**src/rtl/seg_serial_shifter_if.sv**
```systemverilog
// Request/serial-chain signal bundle for seg_serial_shifter.
// Handshake: load is a one-cycle request with no ready; a load while busy is queued (latest wins).
interface seg_serial_shifter_if #(
  parameter int WIDTH = 64
);
  logic             load;
  logic [WIDTH-1:0] data;
  logic             busy;
  logic             seg_clk;
  logic             seg_do;
  logic             seg_pen;
  logic             seg_clr_n;
  logic [1:0]       dbg_state;

  modport master (
    output load, data,
    input  busy, seg_clk, seg_do, seg_pen, seg_clr_n, dbg_state
  );

  modport slave (
    input  load, data,
    output busy, seg_clk, seg_do, seg_pen, seg_clr_n, dbg_state
  );
endinterface

```
**src/rtl/seg_serial_shifter.sv**
```systemverilog
// Bit-bangs a WIDTH-bit pattern MSB first onto a shift-register chain, then latches it for display.
// Optional macro SEG_AUTO_REFRESH_EN: periodically re-sends the last frame while idle.
module seg_serial_shifter #(
  parameter int WIDTH   = 64,
  parameter int CLK_DIV = 2,
  parameter int REFRESH = 1000000
) (
  input logic                HCLK,
  input logic                HRESET,
  seg_serial_shifter_if.slave bus
);
  localparam int DW = $clog2(CLK_DIV + 1);
  localparam int BW = $clog2(WIDTH);

  if (WIDTH < 2 || CLK_DIV < 1 || REFRESH < 2) begin : g_param_check
    $error("seg_serial_shifter: illegal parameter value");
  end

  typedef enum logic [1:0] {
    S_IDLE  = 2'd0,
    S_LOW   = 2'd1,
    S_HIGH  = 2'd2,
    S_LATCH = 2'd3
  } state_t;

  state_t           r_state, w_state_nxt;
  logic [DW-1:0]    r_div, w_div_nxt;
  logic [BW-1:0]    r_bitcnt, w_bitcnt_nxt;
  logic [WIDTH-1:0] r_shadow, w_shadow_nxt;
  logic [WIDTH-1:0] r_pend_data, w_pend_data_nxt;
  logic             r_pending, w_pending_nxt;
  logic             r_pen, w_pen_nxt;
  logic             r_clk, w_clk_nxt;
  logic             r_do, w_do_nxt;
  logic             r_clr_n;
  logic             w_start;
  logic             w_div_last;
  logic             w_refresh_hit;

`ifdef SEG_AUTO_REFRESH_EN
  localparam int RW = $clog2(REFRESH);
  logic [RW-1:0] r_refresh;

  assign w_refresh_hit = (r_state == S_IDLE) && (r_refresh == RW'(REFRESH - 1));

  always_ff @(posedge HCLK) begin
    if (HRESET || w_start || r_state != S_IDLE) begin
      r_refresh <= '0;
    end else if (!w_refresh_hit) begin
      r_refresh <= r_refresh + 1'b1;
    end
  end
`else
  assign w_refresh_hit = 1'b0;
`endif

  assign w_div_last = (r_div == DW'(CLK_DIV - 1));

  always_comb begin
    w_state_nxt      = r_state;
    w_div_nxt        = r_div;
    w_bitcnt_nxt     = r_bitcnt;
    w_shadow_nxt     = r_shadow;
    w_pend_data_nxt  = r_pend_data;
    w_pending_nxt    = r_pending;
    w_pen_nxt        = r_pen;
    w_start          = 1'b0;

    case (r_state)
      S_IDLE: begin
        // A fresh load beats an older pending frame; both consume the pending slot.
        if (bus.load) begin
          w_shadow_nxt  = bus.data;
          w_pending_nxt = 1'b0;
          w_start       = 1'b1;
        end else if (r_pending) begin
          w_shadow_nxt  = r_pend_data;
          w_pending_nxt = 1'b0;
          w_start       = 1'b1;
        end else if (w_refresh_hit) begin
          w_start       = 1'b1;
        end
        if (w_start) begin
          w_state_nxt  = S_LOW;
          w_bitcnt_nxt = BW'(WIDTH - 1);
          w_div_nxt    = '0;
          w_pen_nxt    = 1'b0;
        end
      end
      S_LOW: begin
        if (w_div_last) begin
          w_state_nxt = S_HIGH;
          w_div_nxt   = '0;
        end else begin
          w_div_nxt = r_div + 1'b1;
        end
      end
      S_HIGH: begin
        if (w_div_last) begin
          w_div_nxt = '0;
          if (r_bitcnt == '0) begin
            w_state_nxt = S_LATCH;
          end else begin
            w_state_nxt  = S_LOW;
            w_bitcnt_nxt = r_bitcnt - 1'b1;
          end
        end else begin
          w_div_nxt = r_div + 1'b1;
        end
      end
      default: begin
        if (w_div_last) begin
          w_state_nxt = S_IDLE;
          w_div_nxt   = '0;
          w_pen_nxt   = 1'b1;
        end else begin
          w_div_nxt = r_div + 1'b1;
        end
      end
    endcase

    if (r_state != S_IDLE && bus.load) begin
      w_pending_nxt   = 1'b1;
      w_pend_data_nxt = bus.data;
    end

    // Pin values are registered from next-state so the chain never sees decode glitches.
    w_clk_nxt = (w_state_nxt == S_HIGH);
    w_do_nxt  = (w_state_nxt == S_LOW || w_state_nxt == S_HIGH) ? w_shadow_nxt[w_bitcnt_nxt] : 1'b0;
  end

  always_ff @(posedge HCLK) begin
    if (HRESET) begin
      r_state     <= S_IDLE;
      r_div       <= '0;
      r_bitcnt    <= '0;
      r_shadow    <= '0;
      r_pend_data <= '0;
      r_pending   <= 1'b0;
      r_pen       <= 1'b0;
      r_clk       <= 1'b0;
      r_do        <= 1'b0;
      r_clr_n     <= 1'b0;
    end else begin
      r_state     <= w_state_nxt;
      r_div       <= w_div_nxt;
      r_bitcnt    <= w_bitcnt_nxt;
      r_shadow    <= w_shadow_nxt;
      r_pend_data <= w_pend_data_nxt;
      r_pending   <= w_pending_nxt;
      r_pen       <= w_pen_nxt;
      r_clk       <= w_clk_nxt;
      r_do        <= w_do_nxt;
      r_clr_n     <= 1'b1;
    end
  end

  assign bus.busy      = (r_state != S_IDLE);
  assign bus.seg_clk   = r_clk;
  assign bus.seg_do    = r_do;
  assign bus.seg_pen   = r_pen;
  assign bus.seg_clr_n = r_clr_n;
  assign bus.dbg_state = r_state;
endmodule

```
**src/flat_wrapper.sv**
```systemverilog
// flat-port wrapper written by rule: the top's interface ports become plain ports
module seg_serial_shifter_flat 
#(
  parameter int WIDTH   = 64,
  parameter int CLK_DIV = 2,
  parameter int REFRESH = 1000000
)
  (HCLK, HRESET, bus_load, bus_data, bus_busy, bus_seg_clk, bus_seg_do, bus_seg_pen, bus_seg_clr_n, bus_dbg_state);
  seg_serial_shifter_if #(.WIDTH(WIDTH)) bus_i ();
  input logic HCLK;
  input logic HRESET;
  input wire logic [$bits(bus_i.load)-1:0] bus_load;
  input wire logic [$bits(bus_i.data)-1:0] bus_data;
  output wire logic [$bits(bus_i.busy)-1:0] bus_busy;
  output wire logic [$bits(bus_i.seg_clk)-1:0] bus_seg_clk;
  output wire logic [$bits(bus_i.seg_do)-1:0] bus_seg_do;
  output wire logic [$bits(bus_i.seg_pen)-1:0] bus_seg_pen;
  output wire logic [$bits(bus_i.seg_clr_n)-1:0] bus_seg_clr_n;
  output wire logic [$bits(bus_i.dbg_state)-1:0] bus_dbg_state;
  assign bus_i.load = bus_load;
  assign bus_i.data = bus_data;
  assign bus_busy = bus_i.busy;
  assign bus_seg_clk = bus_i.seg_clk;
  assign bus_seg_do = bus_i.seg_do;
  assign bus_seg_pen = bus_i.seg_pen;
  assign bus_seg_clr_n = bus_i.seg_clr_n;
  assign bus_dbg_state = bus_i.dbg_state;
  seg_serial_shifter #(.WIDTH(WIDTH), .CLK_DIV(CLK_DIV), .REFRESH(REFRESH)) u_core (.HCLK(HCLK), .HRESET(HRESET), .bus(bus_i));
endmodule
```
**config.mk**
```make
export PLATFORM = sky130hd
export DESIGN_NAME = seg_serial_shifter_flat
export DESIGN_NICKNAME = d
export VERILOG_FILES = /design/src/rtl/seg_serial_shifter_if.sv /design/src/rtl/seg_serial_shifter.sv /design/src/flat_wrapper.sv
export SDC_FILE = /design/constraint.sdc
export NUM_CORES = 1
export LEC_CHECK = 0
export ABC_AREA = 1
export CAP_MARGIN = 0
export CORE_UTILIZATION = 40
export DETAILED_ROUTE_END_ITERATION = 10
export GPL_TIMING_DRIVEN = 0
export SLEW_MARGIN = 20
export SYNTH_ARGS = -nofsm -noshare
export SYNTH_HDL_FRONTEND = slang
export SYNTH_SLANG_ARGS = --single-unit
```
**constraint.sdc**
```tcl
create_clock -name HCLK -period 2.4 [get_ports HCLK]
set_input_delay 0.48 -clock HCLK [delete_from_list [all_inputs] [get_ports HCLK]]
set_output_delay 0.48 -clock HCLK [all_outputs]
set_load 0.05 [all_outputs]
```
# Yosys cells after proc, flatten, opt, wreduce, memory -nomap -nowiden

Index checks and enable logic that the tools add are counted.

Register bits: 143
Input port bits: 67
Output and inout bits: 7

Add/subtract/negate cells: 2
Magnitude comparators: 1
Equal/unequal tests: 6
Muxes and demuxes: 27
Bitwise operators: 2
Reduce and logical (&&, ||, !) cells: 10

Operators by type and width:

| cell                  | number |
|---|---|
| $mux W64              | 3 |
| $mux W6               | 3 |
| $mux W2               | 8 |
| $pmux W6 S2           | 1 |
| $mux W1               | 9 |
| $lt A6 B7 Y1 const B  | 1 |
| $bmux W1 S6           | 1 |
| $eq A2 B1 Y1 const B  | 3 |
| $logic_not A6 Y1      | 1 |
| $pmux W2 S3           | 1 |
| $reduce_bool A2 Y1    | 3 |
| $sub A6 B1 Y6 const B | 1 |
| $eq A2 B2 Y1 const B  | 2 |
| $reduce_or A2 Y1      | 2 |
| $reduce_and A3 Y1     | 1 |
| $add A2 B1 Y2 const B | 1 |
| $logic_not A2 Y1      | 1 |
| $ne A2 B2 Y1 const B  | 1 |
| $not A1 Y1            | 2 |
| $pmux W1 S2           | 1 |
| $logic_and A1 B1 Y1   | 1 |
| $logic_or A1 B1 Y1    | 1 |

# Logic depth before layout (Yosys ltp)

Word-level depth: 9
Gate-level depth with buffers: 17
Mapped depth without buffers: 16

# Least setup slack after synthesis

No wires, ideal clock.

Kind: register to register
Start point: register u_core.r_state[0] (netlist: u_core.bus.dbg_state[0])
End point: register u_core.r_do (netlist: u_core.bus.seg_do)
Arrival time: 2.479 ns
Data required time: 2.330 ns
Slack: -0.148 ns
Cell stages (with the launch flop): 9
Buffers on the path: 0
Period minus slack after synthesis: 2.548 ns
Cell sequence: dfxtp_1 -> inv_1 -> ha_1 -> inv_1 -> o22ai_1 -> a21oi_1 -> ha_1 -> or2_2 -> a21oi_1

Cells in the longest elaborated chain, start to end: 6
Elaborated cells on any way between the ends: 17
Those cells by class: eq/ne (4); mux (9); bitwise (1); reduce/logical (3)

RTL lines:

| what                                                                | RTL line                  | text |
|---|---|---|
| from (decl)                                                         | seg_serial_shifter.sv:26  | `state_t r_state, w_state_nxt;` |
| from (signal assigned)                                              | seg_serial_shifter.sv:145 | `r_state <= w_state_nxt;` |
| parallel branches: the longest is 6 deep, another holds $pmux W6 S2 | n/a                       |  |
| to (signal assigned)                                                | seg_serial_shifter.sv:153 | `r_do <= w_do_nxt;` |
| to (decl)                                                           | seg_serial_shifter.sv:34  | `logic r_do, w_do_nxt;` |

Several ways; the timed one is not identified. The select of a mux whose other input is x is not followed.
A chain may end at the register's enable or synchronous reset.

# Final worst setup path

Start point: register u_core.r_state[1] (netlist: u_core.bus.dbg_state[1])
End point: register u_core.r_do (netlist: u_core.bus.seg_do)

Same word-level chain as after synthesis.

==> reports/qor.json <==
{
  "run_status": {
    "result_of_the_run": "finished clean"
  },
  "clock_network": {
    "cts_htree_levels": 4,
    "clock_latency_ns": 0.44,
    "tritoncts": "built",
    "cts_num_sinks": 143,
    "clock_tree.root_cell": "sky130_fd_sc_hd__clkbuf_16",
    "cts-hold-fix-buffers": 0,
    "numCtsBuffers": 17,
    "post_cts_clock_slew_at_the_launch_and_capture_registers_of_the_worst_setup_and_hold_paths_ns": 0.06,
    "cts-root-to-sink-buffers": 2
  },
  "synth": {
    "synth-seq-area-share_pct": 43.58,
    "synth_cells": 955,
    "netlist.area_leader.share_pct": 43.58,
    "synthesis.area_per_instance_um2": 6.878,
    "synth.largest_area_cell": "sky130_fd_sc_hd__dfxtp_1",
    "synth.ff_latch_count": 143,
    "synthDistinctLibCells": 35,
    "ranking_of_synthesized_cells_by_area": "sky130_fd_sc_hd__dfxtp_1 44%, sky130_fd_sc_hd__nor2_1 17%, sky130_fd_sc_hd__o21ai_0 7.8%, sky130_fd_sc_hd__nand3_1 7.2%, sky130_fd_sc_hd__a21oi_1 4.3%",
    "syn_nets": 1029,
    "yosys_warnings": 0,
    "synth_area_mm2": 0.006569
  },
  "worst_setup_path": {
    "critical_path.max_fanout": 10,
    "crit_path_end_kind": "register",
    "worstSetupPathType": "register to register",
    "critical_path.reg2reg.startpoint": "u_core.bus.dbg_state[1]$_SDFF_PP0_",
    "reg2reg_slack_ns": 0.03,
    "worstRegToRegCells": 14,
    "timing.rr.end": "u_core.bus.seg_do$_SDFF_PP0_",
    "crit_required_ns": 2.76,
    "crit_start": "u_core.bus.dbg_state[1]$_SDFF_PP0_",
    "crit_arrival_ns": 2.73,
    "startpoint_type": "register"
  },
  "global_route": {
    "grt_pass1_vias": 6155,
    "gr-usage-all-layers_pct": 27.40,
    "initial_antenna_violation_count": 0,
    "congestion_overflow_gr": 0,
    "wire_length_of_the_first_global_routing_pass_um": 34170,
    "grt_max_degree": 17
  },
  "timing": {
    "max-slew-margin-rel_pct": 55.29,
    "setup_repair_after_global_routing_missed_its_margin": "yes",
    "clock_skew_ns": 0.01018,
    "final.min_clock_period_ns": 2.367,
    "final_critical_path_setup_slack_ns": 0.03331,
    "final.period_utilization_pct": 98.61,
    "timing_max_transition_violations_final": 0,
    "final-setup-viol-count": 0,
    "final-hold-violation-count": 0,
    "worst_slew_pin_slew_ns": 0.6706,
    "whs_ns": 0.4479,
    "max_freq_mhz": 422.5
  },
  "drt": {
    "dr.pass1.iters": 5,
    "post-route-drc-count": 0,
    "initialDrtViolationCount": 605,
    "wl_per_cell_um": 17.15,
    "routed_via_density": 5.192,
    "drt.antenna.violating_nets": 0,
    "wirelength_um": 21940,
    "via_count": 6641
  },
  "floorplan": {
    "floorplan.rows": 46,
    "chipHeight_um": 130.2,
    "die_w_um": 130.2,
    "die-area_mm2": 0.01694,
    "fp.coreArea_mm2": 0.01594,
    "start_util_pct": 41.20,
    "io_pins": 74
  },
  "placed_design": {
    "hpwlAfterDp_um": 15280,
    "numPortBuffers": 73,
    "final_weighted_congestion_in_routability_driven_placement": 0.8474,
    "dpl_worst_slack_ns": -0.5312
  },
  "worst_hold_path": {
    "holdPathStages": 2,
    "worstHoldPathType": "register to register",
    "whs_endpoint": "u_core.r_div[1]$_SDFFE_PP0P_",
    "hold_path.startpoint": "u_core.r_div[1]$_SDFFE_PP0P_"
  },
  "power": {
    "power.static_leakage_nw": 3.580,
    "vdd_ir_drop_max_mv": 0.5779,
    "design_power_total_mw": 7.404,
    "power_per_cell_area_mw_per_mm2": 891.7
  },
  "cells_and_area": {
    "drive_above_1_share_pct": 10.54,
    "final_core_utilization_pct": 52.08,
    "fin_nets": 1124,
    "flow.area_growth_from_synthesis_pct": 26.40,
    "num_antenna_cells": 0
  },
  "flow_run": {
    "maxCapViolations": 0
  }
}
-- per-stage QoR --
stage / TNS [ns] / cells / area, um^2
after floorplan: 0 / 955 / 6571
after global placement: -14.31 / 1244 / 7572
after detailed placement: -16.45 / 1244 / 7572
after CTS: 0 / 1279 / 8227
after global routing: -0.07114 / 1279 / 8303
final: 0 / 1279 / 8303
-- worst max-delay path by stage --
| stage | to | cells past startpoint |
|---|---|---|
| 2_1_floorplan | u_core.bus.seg_do$_SDFF_PP0_ | 8 |
| 3_3_place_gp | u_core.bus.seg_do$_SDFF_PP0_ | 14 |
| 3_5_place_dp | u_core.bus.seg_do$_SDFF_PP0_ | 14 |
| 4_1_cts | u_core.bus.seg_do$_SDFF_PP0_ | 13 |
| 5_1_grt | u_core.bus.seg_do$_SDFF_PP0_ | 13 |
| 6_report | u_core.bus.seg_do$_SDFF_PP0_ | 14 |
-- layout by cell type, fill, tap and decap left out, drive strengths merged --
cell type | synthesis | final
buf | 35 | 27
a31oi | 1 | 1
nand3 | 99 | 99
a211oi | 1 | 1
nor3 | 52 | 52
and2 | 1 | 1
nand2 | 78 | 78
o22ai | 1 | 1
o21ai | 103 | 103
dfxtp | 143 | 143
xor2 | 1 | 1
clkdlybuf4s15 | 0 | 1
a22oi | 1 | 1
or2 | 1 | 1
nor2 | 309 | 309
clkinvlp | 0 | 1
o31ai | 1 | 1
ha | 7 | 7
clkdlybuf4s50 | 0 | 72
clkinv | 1 | 7
inv | 30 | 30
nor4 | 1 | 1
a21oi | 58 | 58
o221a | 1 | 1
clkbuf | 30 | 63
bufinv | 0 | 3
-- worst max-delay path: stages, from the launching register on --
cell                       delay (ns)
sky130_fd_sc_hd__dfxtp_2         0.41
sky130_fd_sc_hd__inv_1           0.12
sky130_fd_sc_hd__ha_4            0.21
sky130_fd_sc_hd__nor2_4          0.16
sky130_fd_sc_hd__nand3_2         0.13
sky130_fd_sc_hd__nand2_2         0.09
sky130_fd_sc_hd__nand3_4         0.16
sky130_fd_sc_hd__clkinv_4        0.15
sky130_fd_sc_hd__buf_6           0.17
sky130_fd_sc_hd__nand3_1         0.13
sky130_fd_sc_hd__nand3_1         0.09
sky130_fd_sc_hd__nand3_1         0.08
sky130_fd_sc_hd__nand3_1         0.12
sky130_fd_sc_hd__nand3_1         0.11
sky130_fd_sc_hd__a21oi_2         0.17
-- layout make-up --
type / count / area, um^2
repair buffers: 76 / 754.5
plain buffers: 65 / 370.4
multi-input cells: 716 / 3306
well taps: 216 / 270.3
inverters: 31 / 126.4
clock buffers: 22 / 474.2
flip-flops and latches: 143 / 2867
fillers: 1636 / 7640
clock inverters: 10 / 135.1
-- report_power, final --
| group | switching (mW) | total [mW] | internal (mW) |
|---|---|---|---|
| Clock | 1.07 | 2.78 | 1.71 |
| Combinational | 1.22 | 1.87 | 0.654 |
| Sequential | 0.113 | 2.75 | 2.64 |
| Total | 2.40 | 7.40 | 5.00 |
-- flip-flops by register name, summed over array words and instances (netlist names) --
register	flops
u_core.r_shadow	64
u_core.r_pend_data	64
u_core.r_bitcnt	6
u_core.bus.seg_do	1
u_core.bus.seg_pen	1
u_core.bus.seg_clk	1
u_core.bus.seg_clr_n	1
u_core.r_pending	1
u_core.bus.dbg_state	2
u_core.r_div	2
-- layer usage --
layer / up-vias / GRT usage (%) / wire length, um
met4: 0 / 8.140 / 393
li1: 3333 / - / -
met5: - / 0 / 0
met3: 35 / 6.273 / 1342
met1: 3043 / 37.61 / 10530
met2: 230 / 42.62 / 9676
-- cells by family (layout without fill, tap and decap cells) --
family          after synthesis  count (layout)  share of synthesized area, %
fa+ha+maj                     7               7                         1.333
simple gates                541             541                         35.05
compound gates              167             167                         13.03
xor+xnor                      1               1                        0.1334
buf+inv                      96             204                         6.876
flops                       143             143                         43.58
-- cells in the mapped netlist (all sizes together) --
cell / number
nor2: 309
dfxtp: 143
o21ai: 103
nand3: 99
nand2: 78
a21oi: 58
nor3: 52
buf: 35
clkbuf: 30
inv: 30
ha: 7
a211oi: 1
a22oi: 1
a31oi: 1
and2: 1
clkinv: 1
nor4: 1
o221a: 1
o22ai: 1
o31ai: 1
or2: 1
xor2: 1
-- what timing repair did --
| action | in CTS | in global routing |
|---|---|---|
| resized for setup | 10 | 32 |
| endpoints found under the hold margin | 0 | 0 |
| setup buffers | 3 | 0 |
| setup endpoints to repair | 44 | 39 |
| gates cloned | 0 | 0 |
No activity file was read; power rests on OpenSTA's default activity.
